$ cat src/rtl/head_burn_recorder.sv
// rtl/head_burn_recorder.sv - Turns thermal-head burns into print-line records.
// Captures the dot snapshot, times the burn, popcounts in chunks and offers a record.
module head_burn_recorder #(
  parameter int HEAD_WIDTH     = 384,
  parameter int CHUNK_WIDTH    = 32,
  parameter int BURN_CNT_WIDTH = 24
) (
  input  logic                              clk,
  input  logic                              reset,
  input  logic                              head_active,
  input  logic [HEAD_WIDTH-1:0]             head_active_dots,
  input  logic                              record_ready,
  output logic                              record_valid,
  output logic [HEAD_WIDTH-1:0]             record_dots,
  output logic [$clog2(HEAD_WIDTH+1)-1:0]   record_dot_count,
  output logic [BURN_CNT_WIDTH-1:0]         record_burn_cycles,
  output logic                              record_saturated,
  output logic                              record_dots_changed,
  output logic [7:0]                        overflow_count,
  output logic                              busy
);

  localparam int N     = HEAD_WIDTH / CHUNK_WIDTH;
  localparam int CNT_W = $clog2(HEAD_WIDTH + 1);
  localparam int PC_W  = $clog2(CHUNK_WIDTH + 1);
  localparam int IDX_W = (N > 1) ? $clog2(N) : 1;
  localparam logic [IDX_W-1:0] LAST_IDX = IDX_W'(N - 1);

  typedef enum logic [1:0] {IDLE, BURN, COUNT} state_t;

  state_t                    state_q, state_d;
  logic                      head_prev_q;
  logic [HEAD_WIDTH-1:0]     snap_q, snap_d;
  logic [BURN_CNT_WIDTH-1:0] burn_q, burn_d;
  logic                      sat_q, sat_d;
  logic                      changed_q, changed_d;
  logic [IDX_W-1:0]          idx_q, idx_d;
  logic [CNT_W-1:0]          acc_q, acc_d;

  logic                      rec_valid_q, rec_valid_d;
  logic [HEAD_WIDTH-1:0]     rec_dots_q, rec_dots_d;
  logic [CNT_W-1:0]          rec_count_q, rec_count_d;
  logic [BURN_CNT_WIDTH-1:0] rec_burn_q, rec_burn_d;
  logic                      rec_sat_q, rec_sat_d;
  logic                      rec_changed_q, rec_changed_d;
  logic [7:0]                ovf_q, ovf_d;

  logic                      rise;
  logic [CHUNK_WIDTH-1:0]    chunk;
  logic [PC_W-1:0]           chunk_pop;
  logic [CNT_W-1:0]          acc_sum;
  logic                      complete, drop, miss;
  logic [8:0]                ovf_sum;

  assign rise    = head_active & ~head_prev_q;
  assign chunk   = snap_q[int'(idx_q) * CHUNK_WIDTH +: CHUNK_WIDTH];
  assign acc_sum = acc_q + CNT_W'(chunk_pop);

  always_comb begin
    chunk_pop = '0;
    for (int b = 0; b < CHUNK_WIDTH; b++) begin
      chunk_pop = chunk_pop + PC_W'(chunk[b]);
    end
  end

  always_comb begin
    state_d       = state_q;
    snap_d        = snap_q;
    burn_d        = burn_q;
    sat_d         = sat_q;
    changed_d     = changed_q;
    idx_d         = idx_q;
    acc_d         = acc_q;
    rec_valid_d   = rec_valid_q;
    rec_dots_d    = rec_dots_q;
    rec_count_d   = rec_count_q;
    rec_burn_d    = rec_burn_q;
    rec_sat_d     = rec_sat_q;
    rec_changed_d = rec_changed_q;
    complete      = 1'b0;
    miss          = 1'b0;
    drop          = 1'b0;

    case (state_q)
      IDLE: begin
        if (rise) begin
          snap_d    = head_active_dots;
          burn_d    = BURN_CNT_WIDTH'(1);
          sat_d     = (BURN_CNT_WIDTH == 1);
          changed_d = 1'b0;
          state_d   = BURN;
        end
      end
      BURN: begin
        if (head_active) begin
          if (burn_q != '1) begin
            burn_d = burn_q + 1'b1;
          end
          sat_d = sat_q | (burn_d == '1);
          if (head_active_dots != snap_q) begin
            changed_d = 1'b1;
          end
        end else begin
          idx_d   = '0;
          acc_d   = '0;
          state_d = COUNT;
        end
      end
      COUNT: begin
        acc_d = acc_sum;
        // A burn starting before the count finishes cannot be captured.
        miss  = rise;
        if (idx_q == LAST_IDX) begin
          complete = 1'b1;
          state_d  = IDLE;
        end else begin
          idx_d = idx_q + 1'b1;
        end
      end
      default: state_d = IDLE;
    endcase

    if (rec_valid_q && record_ready) begin
      rec_valid_d = 1'b0;
    end
    if (complete) begin
      if (!rec_valid_q || record_ready) begin
        rec_valid_d   = 1'b1;
        rec_dots_d    = snap_q;
        rec_count_d   = acc_sum;
        rec_burn_d    = burn_q;
        rec_sat_d     = sat_q;
        rec_changed_d = changed_q;
      end else begin
        drop = 1'b1;
      end
    end

    ovf_sum = {1'b0, ovf_q} + {8'd0, drop} + {8'd0, miss};
    ovf_d   = ovf_sum[8] ? 8'hFF : ovf_sum[7:0];
  end

  always_ff @(posedge clk or negedge reset) begin
    if (!reset) begin
      state_q       <= IDLE;
      head_prev_q   <= 1'b0;
      snap_q        <= '0;
      burn_q        <= '0;
      sat_q         <= 1'b0;
      changed_q     <= 1'b0;
      idx_q         <= '0;
      acc_q         <= '0;
      rec_valid_q   <= 1'b0;
      rec_dots_q    <= '0;
      rec_count_q   <= '0;
      rec_burn_q    <= '0;
      rec_sat_q     <= 1'b0;
      rec_changed_q <= 1'b0;
      ovf_q         <= '0;
    end else begin
      state_q       <= state_d;
      head_prev_q   <= head_active;
      snap_q        <= snap_d;
      burn_q        <= burn_d;
      sat_q         <= sat_d;
      changed_q     <= changed_d;
      idx_q         <= idx_d;
      acc_q         <= acc_d;
      rec_valid_q   <= rec_valid_d;
      rec_dots_q    <= rec_dots_d;
      rec_count_q   <= rec_count_d;
      rec_burn_q    <= rec_burn_d;
      rec_sat_q     <= rec_sat_d;
      rec_changed_q <= rec_changed_d;
      ovf_q         <= ovf_d;
    end
  end

  assign record_valid        = rec_valid_q;
  assign record_dots         = rec_dots_q;
  assign record_dot_count    = rec_count_q;
  assign record_burn_cycles  = rec_burn_q;
  assign record_saturated    = rec_sat_q;
  assign record_dots_changed = rec_changed_q;
  assign overflow_count      = ovf_q;
  assign busy                = (state_q != IDLE);

endmodule

$ cat config.mk
export PLATFORM = sky130hd
export DESIGN_NAME = head_burn_recorder
export DESIGN_NICKNAME = d
export VERILOG_FILES = /design/src/rtl/head_burn_recorder.sv
export SDC_FILE = /design/constraint.sdc
export NUM_CORES = 1
export LEC_CHECK = 0
export ABC_AREA = 0
export BUFFER_PORTS_ARGS = -buffer_cell sky130_fd_sc_hd__buf_4
export CORE_AREA = 4 4 316 318
export CTS_CLUSTER_SIZE = 10
export DETAILED_ROUTE_END_ITERATION = 16
export DIE_AREA = 0 0 320 322
export GPL_ROUTABILITY_DRIVEN = 0
export SLEW_MARGIN = 20
export SYNTH_ARGS = -nofsm -noshare
export SYNTH_HDL_FRONTEND = slang
export SYNTH_SLANG_ARGS = --single-unit
$ cat constraint.sdc
create_clock -name clk -period 16.33 [get_ports clk]
set_input_delay 0.8165 -clock clk [delete_from_list [all_inputs] [get_ports clk]]
set_output_delay 0.8165 -clock clk [all_outputs]
set_load 0.02 [all_outputs]
Yosys cells after proc, flatten, opt, wreduce, memory -nomap -nowiden
Cells that the tools add are included.
Operators by class
  reductions and logical operators: 14
  divide/modulo/power cells: 0
  mux-type cells: 30
  magnitude comparators: 0
  $add $sub $neg: 36
  shift-type cells: 1
  multipliers: 0
  equality and inequality tests: 12
  bitwise logic cells: 3
Operators with widths (count)
  $ne A384 B384 Y1: 1
  $shiftx A384 B10 Y32: 1
  $add A6 B1 Y6: 26
  $mux W24: 5
  $pmux W24 S2: 1
  $add A24 B1 Y24 const B: 1
  $eq A24 B24 Y1 const B: 1
  $ne A24 B24 Y1 const B: 1
  $pmux W9 S2: 1
  $mux W1: 12
  $ne A2 B2 Y1 const B: 6
  $add A8 B1 Y9: 1
  $add A9 B1 Y9: 1
  $add A9 B6 Y9: 1
  $mux W9: 1
  $reduce_and A3 Y1: 3
  $mux W4: 2
  $mux W8: 1
  $pmux W4 S2: 1
  $add A5 B1 Y6: 1
  $mux W2: 3
  $pmux W2 S3: 1
  $reduce_and A2 Y1: 3
  $reduce_bool A2 Y1: 3
  other kinds (17): 18
Storage, ports and cells
  output and inout bits: 429
  RAM bits: 0
  memory bits (read-only): 0
  memories: 0
  latch bits: 0
  register bits: 854
  logic and storage cells: 111

Logic depth before layout (Yosys ltp)
  depth in word-level cells: 34
  depth in mapped cells: 25

Least setup slack after synthesis
No wires, ideal clock.
  path kind: register to register
  from: reg idx_q[0]
  to: reg rec_count_q[8], in the netlist record_dot_count[8]
  path slack: 9241 ps
  setup time: 141 ps
  cell stages (with the launch flop): 25
  data required time: 16189 ps
  buffers on the path: 2
  data arrival time: 6949 ps
  cell sequence: dfrtp_1 clkbuf_1 buf_1 mux4_2 mux2i_1 o21ai_0 fa_1 inv_1 fa_1 fa_1 inv_1 fa_1 inv_1 fa_1 fa_1 fa_1 inv_1 fa_1 a21o_1 a21oi_1 nor2b_1 o21a_1 o31ai_1 xnor2_1 o21ai_0
On the way
  word-level cells in the longest chain between the ends: 33
  elaborated cells between the ends (all ways): 37
  classes of those cells: add/sub (32); eq/ne (1); shift (1); mux (2); reduce/logical (1)
RTL lines
  start, declared: RTL line 37  | logic [IDX_W-1:0] idx_q, idx_d;
  start signal, assigned: RTL line 167  | idx_q <= idx_d;
  $shiftx A384 B10 Y32: RTL line 56  | assign chunk = snap_q[int'(idx_q) * CHUNK_WIDTH +: CHUNK_WIDTH];
  $add A1 B1 Y2: RTL line 62  | chunk_pop = chunk_pop + PC_W'(chunk[b]);
  $add A2 B1 Y3: RTL line 62
  $add A3 B1 Y4: RTL line 62
  $add A4 B1 Y5: RTL line 62
  $add A5 B1 Y6: RTL line 62
  $add A6 B1 Y6 (26 in a row): RTL line 62
  $add A9 B6 Y9: RTL line 57  | assign acc_sum = acc_q + CNT_W'(chunk_pop);
  end signal, assigned: RTL line 171  | rec_count_q <= rec_count_d;
  end, declared: RTL line 42  | logic [CNT_W-1:0] rec_count_q, rec_count_d;
Parallel ways exist; a longest one is shown, timed or not.
A chain may end at the register's enable or synchronous reset.

Worst setup path after layout
Same ends and word-level chain as after synthesis.

==> out/metrics.cfg <==
[drt]
detail_route.iter0.violations = 3620
drt-vias-per-instance = 5.64
wire_per_inst_um = 32.5
vias = 32700
drt_wl_total_um = 189000
drtPass1Iterations = 6
ant_nets = 0
drc = 0

[setup_path]
reg2reg_to = record_dot_count[8]
slowest_stage = sky130_fd_sc_hd__dfrtp_4
cp_data_arrival_time_ns = 8.70
worst_case_reg_to_reg_path_depth = 23
cp_slowest_stage_delay_ns = 0.70
r2r-start = idx_q[0]
most_frequent_cell_on_the_critical_path = sky130_fd_sc_hd__fa_1
critical_path.max_fanout = 82
crit_path_cell_trace = buf_12 -> mux4_2 -> mux2i_1 -> nor2_1 -> a21oi_1 -> fa_1 -> fa_1 -> fa_1 -> inv_1 -> fa_1 -> inv_1 -> fa_1 -> fa_1 -> fa_1 -> inv_1 -> fa_1 -> a21o_1 -> a21oi_1 -> nor2b_1 -> o21a_1 -> o31ai_1 -> xnor2_1 -> o21ai_0
criticalPathCategory = flop to flop
crit_path_end_kind = flop
type_of_element_launching_the_critical_path = flop
critPathRequiredTime_ns = 16.83
cp-startpoint = idx_q[0]
worst-r2r-setup-slack_ns = 8.13
setup.worst_path.end = record_dot_count[8]

[place]
portBuffers = 816
hpwl_um = 149000

[clock_tree]
clk_latency_ns = 0.68
cts-root-to-sink-buffers = 3
cts_hold_buf = 0
cts_inserted_buffers = 100
tritoncts_clock_tree = built
buffers_inserted_during_post_cts_setup_optimization = 0
cts-resized-gates = 0
clock-root-buffer = sky130_fd_sc_hd__clkbuf_16
clkTransAtPathRegs_ns = 0.06
cts.htree.levels = 3
clock_sink_total = 854

[sta]
hold_viol_final = 0
timing_worst_slew_pin_value_ns = 1.15
period_needed_ns = 8.20
fin_crit_sh = 0.502
final.setup.tns_ns = 0
worst_slew_margin_rel = 0.232
fin_skew_ns = 0.0226
setup_repair_after_global_routing_missed_its_margin = no
setup_viol = 0
timing_max_transition_violations_final = 0
max_clock_freq_mhz = 122

[floorplan]
placementRows = 114
io_pins = 817
dieHeight_um = 322
chipWidth_um = 320
design.core.area_um2 = 96600
initial_core_util = 0.420
total_die_area_um2 = 103000

[final_layout]
most_frequent_standard_cell_in_the_layout_excluding_fill_and_tap_cells = sky130_fd_sc_hd__nand2_1
mostFrequentLayoutCells = sky130_fd_sc_hd__nand2_1, sky130_fd_sc_hd__dfrtp_1, sky130_fd_sc_hd__buf_4, sky130_fd_sc_hd__mux2_2, sky130_fd_sc_hd__xor2_1
multi_input_comb_area_um2 = 18300
area_growth_syn_to_layout_pct = 25.4
final_nets = 4900
layout-drive-gt1-share = 0.329
register_area_um2 = 21400
fillCellCount = 8714

[grt]
global_route.usage.total = 0.358
grt_antenna_before_repair = 48
largest_net_degree_at_the_start_of_global_routing = 185
global_route.overflow_total = 0
grt_first_pass_wirelength_um = 257000
first_global_vias = 31800

[hold_path]
hp-class = primary input to asynchronous set/reset pin

[yosys]
synth-async-reset-ratio = 1.00
synth-edff-count = 0
synth_seq_area_share = 0.527
mappedNetlistArea_um2 = 40600
synthesis.yosys.warnings = 0
synth.avg_cell_area_um2 = 11.0
syn-num-nets = 4132
synth_top_flop_cell = sky130_fd_sc_hd__dfrtp_1
synth_seq_cells = 854
postSynthCellCount = 3699
synth_cell_types = 59

[run_status]
outcome = complete, no violations

[flow_run]
drv.max_cap_violation_count = 0

cells in the mapped netlist, types with 3 or more instances:
cell	count	area, um^2
sky130_fd_sc_hd__nand2_1	1186	4450
sky130_fd_sc_hd__dfrtp_1	854	21400
sky130_fd_sc_hd__mux2_2	398	4480
sky130_fd_sc_hd__xor2_1	218	1910
sky130_fd_sc_hd__clkbuf_1	170	638
sky130_fd_sc_hd__xnor2_1	159	1390
sky130_fd_sc_hd__mux4_2	96	2160
sky130_fd_sc_hd__o21ai_0	96	480
sky130_fd_sc_hd__nor4_1	70	438
sky130_fd_sc_hd__nand4_1	68	425
sky130_fd_sc_hd__inv_1	59	221
sky130_fd_sc_hd__nor2_1	49	184
sky130_fd_sc_hd__a21oi_1	37	185
sky130_fd_sc_hd__mux2i_1	35	350
sky130_fd_sc_hd__fa_1	27	541
sky130_fd_sc_hd__nand3_1	20	100
sky130_fd_sc_hd__ha_1	18	225
sky130_fd_sc_hd__a31oi_1	15	93.8
sky130_fd_sc_hd__buf_1	15	56.3
sky130_fd_sc_hd__o22ai_1	11	68.8
sky130_fd_sc_hd__a22o_1	10	87.6
sky130_fd_sc_hd__o31ai_1	8	60.1
sky130_fd_sc_hd__nand2b_1	7	43.8
sky130_fd_sc_hd__nor2b_1	7	43.8
sky130_fd_sc_hd__nor3_1	7	35.0
sky130_fd_sc_hd__a211oi_1	4	30.0
sky130_fd_sc_hd__and3_1	4	25.0
sky130_fd_sc_hd__buf_2	3	15.0
sky130_fd_sc_hd__nor3b_1	3	22.5
sky130_fd_sc_hd__or4_1	3	22.5
worst min-delay path by stage:
stage	slack, ns	end	from	depth (start not counted)
floorplan	0.44	sat_q	sat_q	2
global placement	0.47	record_dots[64]	record_dots[64]	2
detailed placement	0.47	record_burn_cycles[10]	record_burn_cycles[10]	2
CTS	0.25	record_dots[125]	reset	1
global route	0.29	record_dots[325]	reset	1
finish	0.24	record_dots[325]	reset	1
layout make-up:
| class | count | area share |
|---|---|---|
| sequential | 854 | 0.420 |
| inverter | 59 | 0.00436 |
| multi-input combinational | 2596 | 0.359 |
| clock buffer | 132 | 0.0532 |
| antenna | 24 | 0.00118 |
| timing repair buffer | 856 | 0.128 |
| tap | 1276 | 0.0314 |
| clock inverter | 11 | 0.00229 |
critical path: cells and delay by family, from the launching register on:
kind / cells / cell delay [ns]
muxes: 2 / 1.14
adders and majority gates: 8 / 3.65
AOI/OAI and AO/OA: 6 / 1.29
and+or+nand+nor: 2 / 0.17
xor gates and xnor gates: 1 / 0.17
DFF: 1 / 0.70
buffers and inverters: 4 / 0.80
per-stage QoR:
stage                     instances  setup WS (ns)  hold WS, ns   util  cell area (um^2)
after detailed placement       5641           8.22        0.472  0.497             48000
final                          5808           8.13        0.243  0.527             50800
after floorplan                3699           9.24        0.444      -             40600
after global routing           5800           7.75        0.287  0.526             50800
after global placement         5641           8.22        0.465  0.497             48000
after CTS                      5784           8.18        0.253  0.526             50800
logic make-up (layout without fill, tap and decap cells):
kind of cell	Yosys count	after routing	synth area share
AO/OA/AOI/OAI	204	204	0.0304
multiplexers	529	529	0.172
buffers and inverters	249	1058	0.0233
XOR/XNOR	377	377	0.0814
AND/OR/NAND/NOR	1441	1441	0.147
other	0	24	0
adder cells (fa/ha/maj)	45	45	0.0189
flip-flops	854	854	0.527
flip-flops by register name, summed over array words and instances, names as in the netlist, 2 cells and up:
signal and count:
acc_q 9, burn_q 24, idx_q 4, overflow_count 8, record_burn_cycles 24, record_dot_count 9, record_dots 384, snap_q 384
state_q 2
per-layer routing:
metal	wire length [um]	global-route usage	up-vias
li1	-	-	14000
met1	71000	0.447	16800
met2	88100	0.569	1588
met3	18900	0.109	336
met4	10600	0.174	30
met5	228	0	-
Power is not shown: default switching activity piles up to over one toggle a cycle in this logic, so the estimate is an artifact.
